<file path="src/rtl/draw_pkg.sv">
// Shared widths, screen/tile geometry, FSM encoding and rectangle payload
// for the draw scheduler.
package draw_pkg;

  localparam int unsigned X_W      = 8;
  localparam int unsigned Y_W      = 7;
  localparam int unsigned DIM_W    = 5;
  localparam int unsigned COL_W    = 3;
  localparam int unsigned ID_W     = 3;
  localparam int unsigned TIDX_W   = 3;

  localparam int unsigned SCREEN_W = 160;
  localparam int unsigned SCREEN_H = 120;
  localparam int unsigned TILE     = 20;
  localparam int unsigned TILES_X  = SCREEN_W / TILE;
  localparam int unsigned TILES_Y  = SCREEN_H / TILE;

  typedef enum logic [2:0] {
    ST_IDLE        = 3'd0,
    ST_ARB         = 3'd1,
    ST_DRAW        = 3'd2,
    ST_RELEASE     = 3'd3,
    ST_CLEAR_SETUP = 3'd4
  } state_e;

  typedef struct packed {
    logic [X_W-1:0]   x;
    logic [Y_W-1:0]   y;
    logic [DIM_W-1:0] w;
    logic [DIM_W-1:0] h;
    logic [COL_W-1:0] c;
  } rect_t;

  // Background tile at (col,row); largest origin is (140,100), so no overflow.
  function automatic rect_t tile_rect(input logic [TIDX_W-1:0] col,
                                      input logic [TIDX_W-1:0] row,
                                      input logic [COL_W-1:0]  colour);
    rect_t r;
    r.x = X_W'(32'(col) * TILE);
    r.y = Y_W'(32'(row) * TILE);
    r.w = DIM_W'(TILE);
    r.h = DIM_W'(TILE);
    r.c = colour;
    return r;
  endfunction

endpackage

</file>
<file path="src/rtl/rr_arbiter.sv">
// Combinational round-robin pick: first set request at or after i_ptr, wrapping.
module rr_arbiter
  import draw_pkg::*;
#(
  parameter int unsigned N_REQ = 4
) (
  input  logic [N_REQ-1:0] i_req,
  input  logic [ID_W-1:0]  i_ptr,
  output logic [ID_W-1:0]  o_grant,
  output logic             o_valid
);

  logic [2*N_REQ-1:0] w_dbl;
  logic [N_REQ-1:0]   w_rot;
  logic [ID_W-1:0]    w_off;
  logic [ID_W:0]      w_sum;

  // Rotate requests so i_ptr sits at bit 0, take the lowest set bit, rotate back.
  always_comb begin
    w_dbl = {i_req, i_req};
    w_rot = N_REQ'(w_dbl >> i_ptr);
    w_off = '0;
    for (int k = int'(N_REQ) - 1; k >= 0; k--) begin
      if (w_rot[k]) w_off = ID_W'(k);
    end
    w_sum = (ID_W+1)'(i_ptr) + (ID_W+1)'(w_off);
    if (w_sum >= (ID_W+1)'(N_REQ)) w_sum = w_sum - (ID_W+1)'(N_REQ);
    o_grant = ID_W'(w_sum);
    o_valid = |i_req;
  end

endmodule

</file>
<file path="src/rtl/draw_scheduler.sv">
// Round-robin scheduler sharing one rectangle drawer between N_REQ requesters.
// Define DRAW_SCHEDULER_CLEAR_EN to enable the per-frame background clear pass
// (48 tiles of 20x20 in BG_COLOUR, started by frame_start).
module draw_scheduler
  import draw_pkg::*;
#(
  parameter int unsigned      N_REQ     = 4,
  parameter logic [COL_W-1:0] BG_COLOUR = 3'b000
) (
  input  logic                     clk,
  input  logic                     reset,
  input  logic                     frame_start,
  input  logic [N_REQ-1:0]         req,
  input  logic [N_REQ*X_W-1:0]     req_x,
  input  logic [N_REQ*Y_W-1:0]     req_y,
  input  logic [N_REQ*DIM_W-1:0]   req_w,
  input  logic [N_REQ*DIM_W-1:0]   req_h,
  input  logic [N_REQ*COL_W-1:0]   req_c,
  output logic [N_REQ-1:0]         ack,
  output logic [X_W-1:0]           drw_x,
  output logic [Y_W-1:0]           drw_y,
  output logic [DIM_W-1:0]         drw_w,
  output logic [DIM_W-1:0]         drw_h,
  output logic [COL_W-1:0]         drw_c,
  output logic                     drw_load,
  output logic                     drw_enable,
  input  logic                     drw_done,
  output logic                     busy,
  output logic [ID_W-1:0]          grant_id,
  output logic                     clear_active
);

  state_e           r_state, w_state_nxt;
  logic [ID_W-1:0]  r_rr_ptr, w_rr_ptr_nxt;
  logic [ID_W-1:0]  r_grant_id, w_grant_id_nxt;
  logic [N_REQ-1:0] r_ack, w_ack_nxt;
  rect_t            r_rect, w_rect_nxt, w_sel_rect;
  logic             r_drw_on, w_drw_on_nxt;
  logic             r_busy;
  logic [ID_W-1:0]  w_arb_grant;
  logic             w_arb_valid;
  logic             w_in_clear;

`ifdef DRAW_SCHEDULER_CLEAR_EN
  logic              r_clear_pending, w_clear_pending_nxt;
  logic              r_clear_active, w_clear_active_nxt;
  logic [TIDX_W-1:0] r_col, w_col_nxt;
  logic [TIDX_W-1:0] r_row, w_row_nxt;
  assign w_in_clear = r_clear_active;
`else
  logic w_unused;
  assign w_unused   = ^{frame_start, BG_COLOUR};
  assign w_in_clear = 1'b0;
`endif

  rr_arbiter #(.N_REQ(N_REQ)) u_arb (
    .i_req   (req),
    .i_ptr   (r_rr_ptr),
    .o_grant (w_arb_grant),
    .o_valid (w_arb_valid)
  );

  // Select the packed rectangle fields of the arbitration winner.
  always_comb begin
    w_sel_rect = '0;
    for (int i = 0; i < int'(N_REQ); i++) begin
      if (w_arb_grant == ID_W'(i)) begin
        w_sel_rect.x = req_x[i*X_W   +: X_W];
        w_sel_rect.y = req_y[i*Y_W   +: Y_W];
        w_sel_rect.w = req_w[i*DIM_W +: DIM_W];
        w_sel_rect.h = req_h[i*DIM_W +: DIM_W];
        w_sel_rect.c = req_c[i*COL_W +: COL_W];
      end
    end
  end

  // Next-state and next-output logic.
  always_comb begin
    w_state_nxt    = r_state;
    w_rr_ptr_nxt   = r_rr_ptr;
    w_grant_id_nxt = r_grant_id;
    w_ack_nxt      = '0;
    w_rect_nxt     = r_rect;
    w_drw_on_nxt   = 1'b0;
`ifdef DRAW_SCHEDULER_CLEAR_EN
    w_clear_pending_nxt = r_clear_pending | frame_start;
    w_clear_active_nxt  = r_clear_active;
    w_col_nxt           = r_col;
    w_row_nxt           = r_row;
`endif
    case (r_state)
      ST_IDLE: begin
`ifdef DRAW_SCHEDULER_CLEAR_EN
        if (r_clear_pending) begin
          w_state_nxt         = ST_CLEAR_SETUP;
          w_clear_pending_nxt = frame_start;
          w_clear_active_nxt  = 1'b1;
          w_col_nxt           = '0;
          w_row_nxt           = '0;
        end else
`endif
        if (|req) w_state_nxt = ST_ARB;
      end
      ST_ARB: begin
        if (!w_arb_valid) begin
          w_state_nxt = ST_IDLE;
        end else begin
          w_grant_id_nxt = w_arb_grant;
          w_rect_nxt     = w_sel_rect;
          if (w_sel_rect.w == '0 || w_sel_rect.h == '0) begin
            // Degenerate rectangle: nothing to draw, but the requester is still served.
            w_state_nxt = ST_RELEASE;
            w_ack_nxt   = N_REQ'(1) << w_arb_grant;
          end else begin
            w_state_nxt  = ST_DRAW;
            w_drw_on_nxt = 1'b1;
          end
        end
      end
      ST_DRAW: begin
        w_drw_on_nxt = 1'b1;
        if (drw_done) begin
          w_drw_on_nxt = 1'b0;
          w_state_nxt  = ST_RELEASE;
          if (!w_in_clear) w_ack_nxt = N_REQ'(1) << r_grant_id;
        end
      end
      ST_RELEASE: begin
`ifdef DRAW_SCHEDULER_CLEAR_EN
        if (r_clear_active) begin
          w_state_nxt = ST_CLEAR_SETUP;
          if (r_col == TIDX_W'(TILES_X - 1)) begin
            w_col_nxt = '0;
            if (r_row == TIDX_W'(TILES_Y - 1)) begin
              w_state_nxt        = ST_IDLE;
              w_clear_active_nxt = 1'b0;
            end else begin
              w_row_nxt = TIDX_W'(r_row + TIDX_W'(1));
            end
          end else begin
            w_col_nxt = TIDX_W'(r_col + TIDX_W'(1));
          end
        end else
`endif
        begin
          w_state_nxt  = ST_IDLE;
          w_rr_ptr_nxt = (r_grant_id == ID_W'(N_REQ - 1)) ? '0
                                                           : ID_W'(r_grant_id + ID_W'(1));
        end
      end
`ifdef DRAW_SCHEDULER_CLEAR_EN
      ST_CLEAR_SETUP: begin
        w_rect_nxt   = tile_rect(r_col, r_row, BG_COLOUR);
        w_state_nxt  = ST_DRAW;
        w_drw_on_nxt = 1'b1;
      end
`endif
      default: w_state_nxt = ST_IDLE;
    endcase
  end

  // State register.
  always_ff @(posedge clk) begin
    if (reset) r_state <= ST_IDLE;
    else       r_state <= w_state_nxt;
  end

  // Registered outputs and bookkeeping.
  always_ff @(posedge clk) begin
    if (reset) begin
      r_rr_ptr   <= '0;
      r_grant_id <= '0;
      r_ack      <= '0;
      r_rect     <= '0;
      r_drw_on   <= 1'b0;
      r_busy     <= 1'b0;
    end else begin
      r_rr_ptr   <= w_rr_ptr_nxt;
      r_grant_id <= w_grant_id_nxt;
      r_ack      <= w_ack_nxt;
      r_rect     <= w_rect_nxt;
      r_drw_on   <= w_drw_on_nxt;
      r_busy     <= (w_state_nxt != ST_IDLE);
    end
  end

`ifdef DRAW_SCHEDULER_CLEAR_EN
  // Clear-pass request flag and tile position.
  always_ff @(posedge clk) begin
    if (reset) begin
      r_clear_pending <= 1'b0;
      r_clear_active  <= 1'b0;
      r_col           <= '0;
      r_row           <= '0;
    end else begin
      r_clear_pending <= w_clear_pending_nxt;
      r_clear_active  <= w_clear_active_nxt;
      r_col           <= w_col_nxt;
      r_row           <= w_row_nxt;
    end
  end
  assign clear_active = r_clear_active;
`else
  assign clear_active = 1'b0;
`endif

  assign ack        = r_ack;
  assign drw_x      = r_rect.x;
  assign drw_y      = r_rect.y;
  assign drw_w      = r_rect.w;
  assign drw_h      = r_rect.h;
  assign drw_c      = r_rect.c;
  assign drw_load   = r_drw_on;
  assign drw_enable = r_drw_on;
  assign busy       = r_busy;
  assign grant_id   = r_grant_id;

endmodule

</file>
<file path="config.mk">
export PLATFORM = sky130hd
export DESIGN_NAME = draw_scheduler
export DESIGN_NICKNAME = d
export VERILOG_FILES = /design/src/rtl/draw_pkg.sv /design/src/rtl/rr_arbiter.sv /design/src/rtl/draw_scheduler.sv
export SDC_FILE = /design/constraint.sdc
export NUM_CORES = 1
export LEC_CHECK = 0
export ABC_AREA = 1
export CAP_MARGIN = 40
export CORE_ASPECT_RATIO = 0.75
export CORE_MARGIN = 3
export CORE_UTILIZATION = 40
export CTS_BUF_LIST = sky130_fd_sc_hd__clkbuf_16
export CTS_CLUSTER_SIZE = 10
export DETAILED_ROUTE_END_ITERATION = 10
export PLACE_DENSITY = 0.86
export SLEW_MARGIN = 10
export SYNTH_ARGS = -nofsm -noshare
export SYNTH_HDL_FRONTEND = slang
export SYNTH_HIERARCHICAL = 1
export SYNTH_SLANG_ARGS = --single-unit
</file>
<file path="constraint.sdc">
create_clock -name clk -period 4.7 [get_ports clk]
set_input_delay 0.94 -clock clk [delete_from_list [all_inputs] [get_ports clk]]
set_output_delay 0.94 -clock clk [all_outputs]
set_load 0.05 [all_outputs]
</file>
==> results_dict.tcl, run 1 <==
set metrics [dict create \
    status "completed" \
    wl_per_cell_um 15.4 \
    postCtsHoldBufs 0 \
    post-route-period-util 0.906 \
    fillers 486 \
    clockBufferDepth 2 \
    yosysUniqueCellTypes 26 \
    cts_root_buf "clkbuf_16" \
    synth_seq_cells 43 \
    fin_util 0.723 \
    multi_input_area_um2 1450 \
    drcViolationCount 0 \
    rows 24 \
    ys_warn_count 6 \
    clock_latency_ps 280 \
    drt_iter0_drc 139 \
    cts_resized 0 \
    clock_skew_ps 5.35 \
    grt_overflow 0 \
    vdd_drop_max_mv 0.227 \
    dp_hpwl_mm 7.08 \
    cts_sinks 43 \
    drv_slew 0 \
    dieArea_um2 7390 \
    tightest_slew_ps 738 \
    tns_ps 0 \
    area_delta_synth_final_pct 70.1 \
    ios 159 \
    grt-busiest-layer "met2" \
    syn-cell-area_um2 2550 \
    htreeDepth 2 \
    clk_transition_reported_paths_ps 60 \
    slew_headroom 0.507 \
    grt_use_met1 0.301 \
    worstHoldPathType "register to register" \
    initial_core_util 0.425 \
    n_antenna_cell 0 \
    fmax_mhz 235 \
    arrival_ps 4430 \
    portBuffers 156 \
    grt_max_degree 36 \
    synth.avg_cell_area_um2 6.65 \
    drive_gt1_frac 0.0563 \
    cap_violations 0 \
    drtAntennaViolNets 0 \
    cp_max_fo 28 \
    setup_violations 0 \
    worstSetupPathType "input pin to register" \
    antenna_found_initial 0 \
    num_vias 3255 \
    cts_tree "done" \
    endpoint_kind "register" \
    nNetsFinal 659 \
    core_region_area_um2 6010 \
    grt_pass1_vias 3143 \
    hold_viol_final 0 \
    p_leak_uw 0.00173 \
    grt_usage 0.245 \
    vias_per_cell 5.33 \
    p_per_area_nw_per_um2 261 \
    seq_area_frac_synth 0.337 \
    fp.dieW_um 98.3 \
    gp_congestion 0.870 \
    dieHeight_um 75.2 \
    start_kind "input pin" \
    required_ps 4870 \
    grt_pass1_wl_mm 14.7 \
    grt_use_met2 0.433 \
    postSynthCellCount 384 \
    period_needed_ps 4260 \
    drt_first_pass_iters 4 \
    rsz0062_at_grt "no" \
    ff_latch_area_um2 861 \
    totalWireLength_mm 9.39 \
    post-cts-setup-buffer-count 0 \
    cts_buffers 5 \
    grt_use_met3 0.0611 \
]
[cell usage after synthesis, drive strengths merged]
master | instances | area [um2]
nand2 | 101 | 382
dfxtp | 43 | 861
nor2 | 39 | 169
o21ai | 34 | 178
nand3 | 32 | 160
inv | 31 | 116
a21oi | 30 | 150
a41oi | 18 | 158
nand4 | 17 | 106
buf | 14 | 91.3
clkbuf | 10 | 37.5
ha | 6 | 75.1
nor3 | 3 | 15.0
a211oi | 1 | 7.51
conb | 1 | 3.75
fa | 1 | 20.0
nor4 | 1 | 6.26
o211a | 1 | 10.0
o31ai | 1 | 7.51
[power by group]
part           internal (uW)  leakage (uW)  total (uW)  switching (uW)
clock                    250     0.0000838         392             142
sequential               383      0.000350         393            10.2
combinational            160       0.00130         347             187
[metal layers]
| metal | part of all wire | vias up |
|---|---|---|
| met5 | 0 | - |
| met4 | 0.014 | 0 |
| met2 | 0.49 | 173 |
| met1 | 0.40 | 1473 |
| met3 | 0.095 | 11 |
| li1 | - | 1598 |
[layout make-up]
cell class | instances | area share
timing repair buffer | 164 | 0.380
sequential | 43 | 0.198
clock inverter | 3 | 0.0101
inverter | 31 | 0.0268
tap | 78 | 0.0225
clock buffer | 5 | 0.0288
multi-input combinational | 287 | 0.334
[path summary, 6_finish.rpt]
path / slack, ps / endpoint / depth (start not counted) / start
min: 530 / drw_w[3] / 2 / drw_w[3]
max reg2reg: 1090 / busy / 20 / r_rr_ptr[1]
min reg2reg: 530 / drw_w[3] / 2 / drw_w[3]
max: 440 / busy / 21 / req[0]
[through the flow]
stage                     std cells  worst slack, ps  total power [uW]  hold WS (ps)  cell area [um2]
after floorplan                 385             1310               577           513             2560
after global placement          601              239               732           507             4130
after detailed placement        603              245               745           517             4180
after CTS                       611              525              1140           535             4340
after global routing            611              205              1180           563             4340
final                           611              443              1130           535             4340
[kinds of logic after synthesis]
kind of cell,after synthesis,synth area share
adder cells (fa/ha/maj),7,0.0372
AO/OA/AOI/OAI,85,0.200
other,1,0.00147
AND/OR/NAND/NOR,193,0.328
buffers and inverters,55,0.0960
flip-flops,43,0.337
[registers in the layout, summed over array words and instances, names as in the netlist]
signal / cells
r_state: 3
busy: 1
grant_id: 3
drw_w: 5
r_rr_ptr: 3
drw_y: 7
drw_enable: 1
drw_x: 8
drw_c: 3
ack: 4
drw_h: 5
[worst max-delay path, stage by stage]
cell	delay, ps
clkdlybuf4s50_1	520
nand3_1	150
nand2_1	100
nand2_1	50
nand2_1	70
nand2_1	60
a21oi_1	160
ha_1	190
inv_1	60
fa_1	540
inv_1	120
nor2_4	610
nand2_1	160
nand4_1	140
nor2_1	50
nand3_1	120
nand2_2	110
nand2_1	70
nand2_1	50
nand2_1	80
nand2_1	60
[placed cells by master, fill, tap and decap left out, types with 2 or more instances in the layout]
master             n
a41oi_1           18
buf_4              6
nand3_1           32
inv_1             25
conb_1             2
clkbuf_16          5
dfxtp_1           43
inv_2              6
nand2_1          100
ha_1               6
nor2_1            34
a21oi_1           30
nor2_4             2
nand4_1           17
o21ai_0           32
nor3_1             3
nor2_2             3
o21ai_2            2
clkdlybuf4s50_1  156
(Power assumes the default switching activity.)
==> run 2: changes to the inputs <==
--- a/config.mk
+++ b/config.mk
@@ -6,12 +6,12 @@
 export NUM_CORES = 1
 export LEC_CHECK = 0
 export ABC_AREA = 1
+export ABC_CLOCK_PERIOD_IN_PS = 4700
 export CAP_MARGIN = 40
 export CORE_ASPECT_RATIO = 0.75
 export CORE_MARGIN = 3
 export CORE_UTILIZATION = 40
 export CTS_BUF_LIST = sky130_fd_sc_hd__clkbuf_16
-export CTS_CLUSTER_SIZE = 10
 export DETAILED_ROUTE_END_ITERATION = 10
 export PLACE_DENSITY = 0.86
 export SLEW_MARGIN = 10
==> results of run 2 <==
The final DEF is identical to that of run 1; final timing and power are the same.
